File: src/rtl/circular_counter.sv
// circular_counter
//
// Modular counter for control sequencing (address/index generation,
// round-robin pointers). Each enabled edge moves the count by `step`, up or
// down, inside the inclusive window [min_val, max_val]. Leaving the window
// wraps circularly to the far bound, and the update that wrapped raises a
// one-cycle `wrap` pulse. A synchronous load places a value directly into the
// window.
//
// Optional feature macro: WRAP_COUNT_EN
//   Defined   : adds parameter WRAPS_WIDTH and output wrap_count. The counter
//               counts wraps since reset and saturates at its maximum.
//   Undefined : no wrap_count port and no wrap_count register.
//
// Ports
//   clk        in   1            clock, rising edge
//   rst        in   1            synchronous active-high reset
//   enable     in   1            advance by one step this cycle
//   down       in   1            0 = count up, 1 = count down
//   step       in   WIDTH        step magnitude; 0 holds the count
//   min_val    in   WIDTH        lower bound, inclusive
//   max_val    in   WIDTH        upper bound, inclusive (min_val <= max_val)
//   load       in   1            synchronous load request
//   load_val   in   WIDTH        value to load
//   out        out  WIDTH        registered count
//   wrap       out  1            registered pulse: the last update wrapped
//   wrap_count out  WRAPS_WIDTH  saturating wrap count (WRAP_COUNT_EN only)
//
// Update priority on each edge: rst > load > enable > hold.

module circular_counter #(
  parameter int unsigned      WIDTH     = 4,
  parameter logic [WIDTH-1:0] RESET_VAL = {WIDTH{1'b0}}
`ifdef WRAP_COUNT_EN
  ,
  parameter int unsigned      WRAPS_WIDTH = 8
`endif
) (
  input  logic             clk,
  input  logic             rst,
  input  logic             enable,
  input  logic             down,
  input  logic [WIDTH-1:0] step,
  input  logic [WIDTH-1:0] min_val,
  input  logic [WIDTH-1:0] max_val,
  input  logic             load,
  input  logic [WIDTH-1:0] load_val,
  output logic [WIDTH-1:0] out,
  output logic             wrap
`ifdef WRAP_COUNT_EN
  ,
  output logic [WRAPS_WIDTH-1:0] wrap_count
`endif
);

  // All window arithmetic is done one bit wider than the count so that no
  // intermediate sum can overflow.
  localparam int unsigned EW = WIDTH + 1;

  localparam logic [EW-1:0] ONE_X = {{WIDTH{1'b0}}, 1'b1};

  logic [WIDTH-1:0] out_q;
  logic [WIDTH-1:0] out_d;
  logic             wrap_q;
  logic             wrap_d;

  // Widened operands and intermediate results.
  logic [EW-1:0] out_x;
  logic [EW-1:0] step_x;
  logic [EW-1:0] min_x;
  logic [EW-1:0] max_x;
  logic [EW-1:0] span_x;      // max - min
  logic [EW-1:0] up_sum_x;    // out + step
  logic [EW-1:0] up_over_x;   // how far past max the up step lands, minus one
  logic [EW-1:0] up_t_x;      // wrapped up result
  logic [EW-1:0] dn_floor_x;  // min + step: smallest out that steps down without wrap
  logic [EW-1:0] dn_def_x;    // how far below min the down step lands, minus one
  logic [EW-1:0] dn_t_x;      // wrapped down result

  logic load_in_window_s;
  logic out_in_window_s;
  logic step_active_s;

  // Widen operands and form all candidate results for this edge.
  always_comb begin
    out_x      = {1'b0, out_q};
    step_x     = {1'b0, step};
    min_x      = {1'b0, min_val};
    max_x      = {1'b0, max_val};
    span_x     = max_x - min_x;
    up_sum_x   = out_x + step_x;
    up_over_x  = up_sum_x - max_x - ONE_X;
    up_t_x     = min_x + up_over_x;
    dn_floor_x = min_x + step_x;
    dn_def_x   = dn_floor_x - out_x - ONE_X;
    dn_t_x     = max_x - dn_def_x;

    load_in_window_s = (load_val >= min_val) && (load_val <= max_val);
    out_in_window_s  = (out_q >= min_val) && (out_q <= max_val);
    step_active_s    = enable && (step != {WIDTH{1'b0}});
  end

  // Next count and wrap flag, in priority order load > step > hold.
  // A wrapped result lies inside the window exactly when the overshoot
  // (minus one) does not exceed the window span; otherwise the step is
  // wider than the window and the count parks on the entry bound.
  always_comb begin
    out_d  = out_q;
    wrap_d = 1'b0;
    if (load) begin
      if (load_in_window_s) begin
        out_d = load_val;
      end else begin
        out_d = min_val;
      end
    end else if (step_active_s) begin
      if (!out_in_window_s) begin
        // Re-enter the window at the bound we are heading away from.
        case (down)
          1'b0:    out_d = min_val;
          1'b1:    out_d = max_val;
          default: out_d = min_val;
        endcase
      end else if (!down) begin
        if (up_sum_x <= max_x) begin
          out_d = up_sum_x[WIDTH-1:0];
        end else begin
          wrap_d = 1'b1;
          if (up_over_x <= span_x) begin
            out_d = up_t_x[WIDTH-1:0];
          end else begin
            out_d = min_val;
          end
        end
      end else begin
        if (out_x >= dn_floor_x) begin
          out_d = out_q - step;
        end else begin
          wrap_d = 1'b1;
          if (dn_def_x <= span_x) begin
            out_d = dn_t_x[WIDTH-1:0];
          end else begin
            out_d = max_val;
          end
        end
      end
    end else begin
      out_d  = out_q;
      wrap_d = 1'b0;
    end
  end

  // Count and wrap registers.
  always_ff @(posedge clk) begin
    if (rst) begin
      out_q  <= RESET_VAL;
      wrap_q <= 1'b0;
    end else begin
      out_q  <= out_d;
      wrap_q <= wrap_d;
    end
  end

  assign out  = out_q;
  assign wrap = wrap_q;

`ifdef WRAP_COUNT_EN
  logic [WRAPS_WIDTH-1:0] wrap_count_q;
  logic [WRAPS_WIDTH-1:0] wrap_count_d;

  // Saturating wrap counter; load leaves it untouched.
  always_comb begin
    wrap_count_d = wrap_count_q;
    if (wrap_d && (wrap_count_q != {WRAPS_WIDTH{1'b1}})) begin
      wrap_count_d = wrap_count_q + {{(WRAPS_WIDTH-1){1'b0}}, 1'b1};
    end else begin
      wrap_count_d = wrap_count_q;
    end
  end

  // Wrap counter register, cleared only by reset.
  always_ff @(posedge clk) begin
    if (rst) begin
      wrap_count_q <= {WRAPS_WIDTH{1'b0}};
    end else begin
      wrap_count_q <= wrap_count_d;
    end
  end

  assign wrap_count = wrap_count_q;
`endif

endmodule

File: config.mk
export PLATFORM = sky130hd
export DESIGN_NAME = circular_counter
export DESIGN_NICKNAME = d
export VERILOG_FILES = /design/src/rtl/circular_counter.sv
export SDC_FILE = /design/constraint.sdc
export NUM_CORES = 1
export LEC_CHECK = 0
export BUFFER_PORTS_ARGS = -buffer_cell sky130_fd_sc_hd__buf_2
export CAP_MARGIN = 30
export CORE_ASPECT_RATIO = 0.8
export CORE_MARGIN = 4
export CORE_UTILIZATION = 40
export DETAILED_ROUTE_END_ITERATION = 7
export GPL_TIMING_DRIVEN = 0
export SLEW_MARGIN = 20
export SYNTH_ARGS = -nofsm -noshare
export SYNTH_HDL_FRONTEND = slang
export SYNTH_SLANG_ARGS = --single-unit
File: constraint.sdc
create_clock -name clk -period 7.1 [get_ports clk]
set_input_delay 1.42 -clock clk [delete_from_list [all_inputs] [get_ports clk]]
set_output_delay 1.42 -clock clk [all_outputs]
set_load 0.1 [all_outputs]
==> flow_summary.json, run 1 <==
{
  "async_flop_share_pct": 0,
  "yosysWarnings": 0,
  "critPathMaxStageDelay_ns": 0.41,
  "p_switching_uw": 317,
  "gp_congestion": 0.873,
  "worst-path-buf-inv": 1,
  "critical_path_class": "input port to flip-flop",
  "dpl.hpwl_um": 4990,
  "avgSynthCellArea_um2": 8.37,
  "detail_route.wl_per_cell_um": 15.6,
  "p_int_uw": 296,
  "grt_max_degree": 11,
  "yosysMostFrequentCell": "ha_1",
  "antenna_found_initial": 0,
  "drive_gt1_share_pct": 13.0,
  "syn_inst": 272,
  "max_slew_margin_pct": 42.4,
  "p_seq_share_pct": 6.6,
  "dr.first_iter.drc_count": 201,
  "yosys-top-cells-count": "ha_1, inv_1, a21oi_1",
  "total_leakage_power_uw": 0.00131,
  "drtAntennaViolNets": 0,
  "dr.pass1.iters": 5,
  "die_width_um": 92.3,
  "crit_fanout": 6,
  "regArea_um2": 100,
  "finalHoldViolations": 0,
  "cts_max_path_buffers": 2,
  "min_period_ns": 5.12,
  "status": "complete, no violations",
  "slowest_stage": "fa_1",
  "cp.required_ns": 7.26,
  "syn-num-nets": 361,
  "setup_viol": 0,
  "start_util_pct": 41.4,
  "cts_resized": 0,
  "final_core_util_pct": 46.1,
  "die_y_um": 75.5,
  "synth.area.top_cells": "ha_1, fa_1, inv_1",
  "startpoint_type": "input port",
  "multi_input_area_mm2": 0.00200,
  "cts_tree": "yes",
  "vias_per_cell": 5.35,
  "max_freq_ghz": 0.195,
  "fill_cells": 557,
  "fin_skew_ns": 0.00306,
  "min_path_type": "flip-flop to flip-flop",
  "fin_crit_sh_pct": 72.1,
  "synth_area_mm2": 0.00228,
  "power_density_mw_per_mm2": 242,
  "peakVddDrop_uv": 128,
  "synth_top_area_cell": "ha_1",
  "synth_edf_count": 0,
  "drt_wl_total_um": 5890,
  "rsz0062_at_grt": "false",
  "ys_ff_latch": 5,
  "cap_violations": 0,
  "hold_buffers": 0,
  "drc_errors": 0,
  "worst-slew-pin-transition_ns": 0.853,
  "grt_pass1_wl_um": 9670,
  "synth_cell_type_count": 48,
  "root_buffer": "clkbuf_8",
  "ys.flop_type": "dfxtp_1",
  "yosys.area.top_type_share_pct": 33.0,
  "slew_viol_final": 0,
  "ys_seq_area_share_pct": 4.40,
  "grt_overflow": 0,
  "grt_pass1_vias": 1887,
  "total_power_uw": 612,
  "whs_ns": 0.765,
  "final.setup.tns_ns": 0,
  "n_antenna_cell": 0,
  "pwr-share-comb_pct": 84.7,
  "switching_share_pct": 51.7,
  "nets": 389,
  "clkPwrFrac_pct": 8.7,
  "path_delay_family": "compound AO/OA/AOI/OAI gates",
  "clkTransAtPathRegs_ns": 0.04,
  "synthToLayoutAreaGrowth_pct": 11.3,
  "port_buffers": 23,
  "cpMostUsedCell": "ha_1",
  "vias": 2016,
  "row_count": 24,
  "crit_chain": "buf_2 -> ha_1 -> fa_1 -> xnor2_1 -> ha_1 -> a21o_1 -> a21oi_1 -> xor2_1 -> ha_1 -> nand4_1 -> nor2_1 -> o32ai_4 -> mux2i_1 -> a211o_1 -> a311oi_1 -> o21a_1",
  "cts_made_buffers": 3,
  "core-area_mm2": 0.00550,
  "arrival_ns": 5.28,
  "end_kind": "flip-flop",
  "track_usage_pct": 17.6,
  "io-pin-count": 26,
  "htree_levels": 1,
  "postCtsSetupBuffers": 0,
  "dieArea_mm2": 0.00697,
  "clk_latency_ns": 0.22,
  "cts.sinks": 5
}
[sequential cells by signal, indices dropped and copies added, names as in the netlist]
signal  flops
out         4
wrap        1
[power by group through the flow]
stage	clock (uW)	combinational, uW	sequential [uW]
floorplan	0	387	63.2
global placement	0	509	40.8
detailed placement	0	515	40.9
CTS	53.9	519	40.4
global route	57.3	580	41.2
finish	53.3	519	40.5
[through the flow]
| step | area [um2] | std cells | setup slack, ns |
|---|---|---|---|
| detailed placement | 2490 | 373 | 1.80 |
| finish | 2530 | 377 | 1.98 |
| global route | 2530 | 377 | 1.73 |
| CTS | 2530 | 377 | 2.01 |
| global placement | 2490 | 373 | 1.82 |
| floorplan | 2280 | 272 | 2.46 |
[layout by cell type, fill, tap and decap left out, drive strengths merged, types with 8 or more instances in the layout]
| master | n |
|---|---|
| a21o | 10 |
| nor2 | 16 |
| fa | 8 |
| xnor2 | 11 |
| mux2i | 10 |
| o21ai | 16 |
| buf | 26 |
| nand2 | 10 |
| ha | 60 |
| inv | 40 |
| a21oi | 18 |
[worst register-to-register path, cell delays in order, from the launching register on]
cell,delay (ns)
dfxtp_1,0.53
ha_1,0.30
buf_2,0.17
nor3b_1,0.20
nor3_1,0.10
xnor2_1,0.17
ha_1,0.38
nor3b_1,0.30
nor2_1,0.10
ha_1,0.31
nand4_1,0.16
nor2_1,0.09
o32ai_4,0.38
mux2i_1,0.17
a211o_1,0.32
a311oi_1,0.33
o21a_1,0.18
[cell type report]
| type | count | share of cell area [%] |
|---|---|---|
| Buffer | 4 | 0.840 |
| Inverter | 40 | 5.93 |
| Tap cell | 78 | 3.85 |
| Sequential cell | 5 | 3.95 |
| Clock buffer | 4 | 1.78 |
| Multi-Input combinational cell | 223 | 79.1 |
| Timing Repair Buffer | 23 | 4.54 |
[per-layer routing]
| metal | routed length, um | track usage [%] | vias to the layer above | share of wire [%] |
|---|---|---|---|---|
| met2 | 2400 | 26.2 | 67 | 41 |
| met1 | 3040 | 28.1 | 903 | 52 |
| met5 | 0 | 0 | - | 0 |
| met3 | 425 | 1.38 | 4 | 7.2 |
| met4 | 28 | 2.14 | 0 | 0.48 |
| li1 | - | - | 1042 | - |
[logic make-up (layout without fill, tap and decap cells)]
group	after synthesis	after routing	share of synthesized area, %
AND/OR/NAND/NOR	51	51	11.5
AO/OA/AOI/OAI	75	75	24.6
multiplexers	12	12	5.39
flip-flops	5	5	4.40
XOR/XNOR	17	17	6.54
adder cells (fa/ha/maj)	68	68	40.0
buffers and inverters	44	71	7.53
[path summary, 6_finish.rpt]
path,from,end,slack [ns],cells past startpoint
hold / removal,out[3]$_SDFFE_PP0P_,out[3]$_SDFFE_PP0P_,0.77,2
setup / recovery,step[0],out[1]$_SDFFE_PP0P_,1.98,16
hold reg to reg,out[3]$_SDFFE_PP0P_,out[3]$_SDFFE_PP0P_,0.77,2
setup reg to reg,out[2]$_SDFFE_PP0P_,out[1]$_SDFFE_PP0P_,2.85,16
Note: power is estimated with default switching activity, not from simulation.
==> inputs of run 2 (changes only) <==
- ABC_AREA: unset -> 1
- clock period: 7.1 -> 4.4 ns (I/O delays scaled with it)
==> flow_summary.json, run 2 <==
{
  "synth_xor_xnor_area_share_pct": 4.61,
  "yosys.area_share.simple_pct": 28.1,
  "fin_skew_ns": 0.00348,
  "start_util_pct": 41.5,
  "fin_crit_sh_pct": 92.9,
  "synthToLayoutAreaGrowth_pct": 11.8,
  "die_y_um": 78.3,
  "vias": 2415,
  "final_cell_mix": "nand2_1, inv_1, ha_1",
  "yosysWarnings": 0,
  "row_count": 25,
  "root_buffer": "clkbuf_8",
  "track_usage_pct": 18.0,
  "hold_buffers": 0,
  "dp_slack_ns": 0.0141,
  "synthAdderAreaFrac_pct": 36.9,
  "htree_levels": 1,
  "syn_inst": 374,
  "synth_top_family_by_area": "adder cells",
  "die_width_um": 95.8,
  "reg2reg_from": "out[2]$_SDFFE_PP0P_",
  "clkTransAtPathRegs_ns": 0.04,
  "status": "complete, no violations",
  "max_slew_margin_pct": 65.4,
  "synth_edf_count": 0,
  "max_freq_ghz": 0.245,
  "synth_top_area_cell": "ha_1",
  "synth_area_mm2": 0.00247,
  "postCtsSetupBuffers": 0,
  "syn-num-nets": 463,
  "ys.flop_type": "dfxtp_1",
  "arrival_ns": 4.22,
  "synth_cell_type_count": 28,
  "cp.required_ns": 4.54,
  "end_kind": "flip-flop",
  "grt_pass1_wl_um": 10700,
  "final_core_util_pct": 46.4,
  "final_cells": 482,
  "grt_overflow": 0,
  "cts_max_path_buffers": 2,
  "setup_viol": 0,
  "clk_latency_ns": 0.22,
  "io-pin-count": 26,
  "grt_pass1_vias": 2200,
  "dr.first_iter.drc_count": 107,
  "synthMuxAreaShare_pct": 0,
  "drtAntennaViolNets": 0,
  "core-area_mm2": 0.00594,
  "synth.area.top_cells": "ha_1, nand2_1, inv_1",
  "cts.sinks": 5,
  "n_antenna_cell": 0,
  "nets": 491,
  "gp_congestion": 0.905,
  "ys_seq_area_share_pct": 4.05,
  "cts_resized": 0,
  "cap_violations": 0,
  "dp_cells": 478,
  "whs_ns": 0.685,
  "dpl.hpwl_um": 5490,
  "detail_route.wl_per_cell_um": 13.3,
  "critical_path_class": "input port to flip-flop",
  "fill_cells": 644,
  "peakVddDrop_uv": 348,
  "avgSynthCellArea_um2": 6.60,
  "antenna_found_initial": 0,
  "final_common_cell": "nand2_1",
  "port_buffers": 23,
  "dieArea_mm2": 0.00750,
  "ys_ff_latch": 5,
  "crit_fanout": 7,
  "finalHoldViolations": 0,
  "critPathLaunch": "step[2]",
  "regArea_um2": 100,
  "async_flop_share_pct": 0,
  "min_period_ns": 4.09,
  "drt_wl_total_um": 6420,
  "multi_input_area_mm2": 0.00210,
  "drive_gt1_share_pct": 13.0,
  "drc_errors": 0,
  "hold_start": "out[3]$_SDFFE_PP0P_",
  "startpoint_type": "input port",
  "yosys-top-cells-count": "nand2_1, inv_1, ha_1",
  "grt_max_degree": 11,
  "final.setup.tns_ns": 0,
  "yosys.area.top_type_share_pct": 30.4,
  "slew_viol_final": 0,
  "timing.final.ws_setup_ns": 0.313,
  "worst-slew-pin-transition_ns": 0.519,
  "cts_tree": "yes",
  "synth-compound-area-share_pct": 14.5,
  "min_path_type": "flip-flop to flip-flop",
  "cts_made_buffers": 3,
  "total_leakage_power_uw": 0.00156,
  "vias_per_cell": 5.01,
  "power_density_mw_per_mm2": 369,
  "yosysMostFrequentCell": "nand2_1",
  "largest_reg_flops": 4,
  "dr.pass1.iters": 4,
  "rsz0062_at_grt": "false"
}
-- run 2: changes by cell type in the layout (fill, tap and decap cells not counted), sizes merged, moves of 6 or more --
cell,before,now
nand2,10,89
nand3,4,35
inv,40,67
a21oi,18,35
a21o,10,0
mux2i,10,0
nor2,16,23
a211oi,6,0
-- run 2: report_power, final --
part	internal, uW	total [uW]	switching (uW)	leakage (uW)
clock	62.0	82.0	20.0	0.0000228
sequential	50.8	64.0	13.2	0.0000414
combinational	327	872	544	0.00150
total	440	1020	578	0.00156
-- run 2: stage by stage --
step	power (uW)	instance area, um2
6_report	1020	2760
5_1_grt	1160	2760
3_5_place_dp	922	2690
3_3_place_gp	909	2690
4_1_cts	1010	2730
2_1_floorplan	738	2470
-- run 2: cells by family (layout without fill, tap and decap cells) --
| kind of cell | after synthesis | in the layout |
|---|---|---|
| buffers and inverters | 71 | 98 |
| adders and majority gates | 68 | 68 |
| AOI/OAI and AO/OA | 62 | 62 |
| xor gates and xnor gates | 13 | 13 |
| and+or+nand+nor | 155 | 155 |
| DFF | 5 | 5 |
-- run 2: path summary, 6_finish.rpt --
| check | to | slack [ns] | cells after the start |
|---|---|---|---|
| hold reg to reg | out[3]$_SDFFE_PP0P_ | 0.68 | 2 |
| setup / recovery | out[2]$_SDFFE_PP0P_ | 0.31 | 25 |
| hold / removal | out[3]$_SDFFE_PP0P_ | 0.68 | 2 |
| setup reg to reg | out[2]$_SDFFE_PP0P_ | 0.57 | 23 |
-- run 2: layout make-up --
cell class | count | share of cell area, %
multi-input combinational | 298 | 76.2
tap | 81 | 3.67
inverter | 67 | 9.11
timing repair buffer | 23 | 4.26
buffer | 4 | 1.50
sequential | 5 | 3.63
clock buffer | 4 | 1.63
-- run 2: metal layers --
metal  share of wire [%]  wire (um)  GRT usage (%)
met4                0.64         41           2.56
met5                   0          0              0
met1                  50       3230           26.8
met2                  43       2770           28.6
met3                 5.9        382           1.63
-- run 2: worst max-delay path: stages --
cell	delay, ns
buf_2	0.13
inv_1	0.05
ha_1	0.28
buf_4	0.16
nor2_1	0.08
nand2_1	0.06
nand2_1	0.10
xor2_2	0.20
ha_2	0.35
a21oi_1	0.14
o21ai_0	0.12
xor2_1	0.19
ha_1	0.31
nand2_1	0.07
nor2_1	0.15
nand2_1	0.07
nand3_1	0.11
nand2_2	0.11
nand2_1	0.07
o21ai_0	0.08
nand2_1	0.07
nand3_1	0.08
nand3_1	0.10
nand2_1	0.07
a21oi_1	0.18
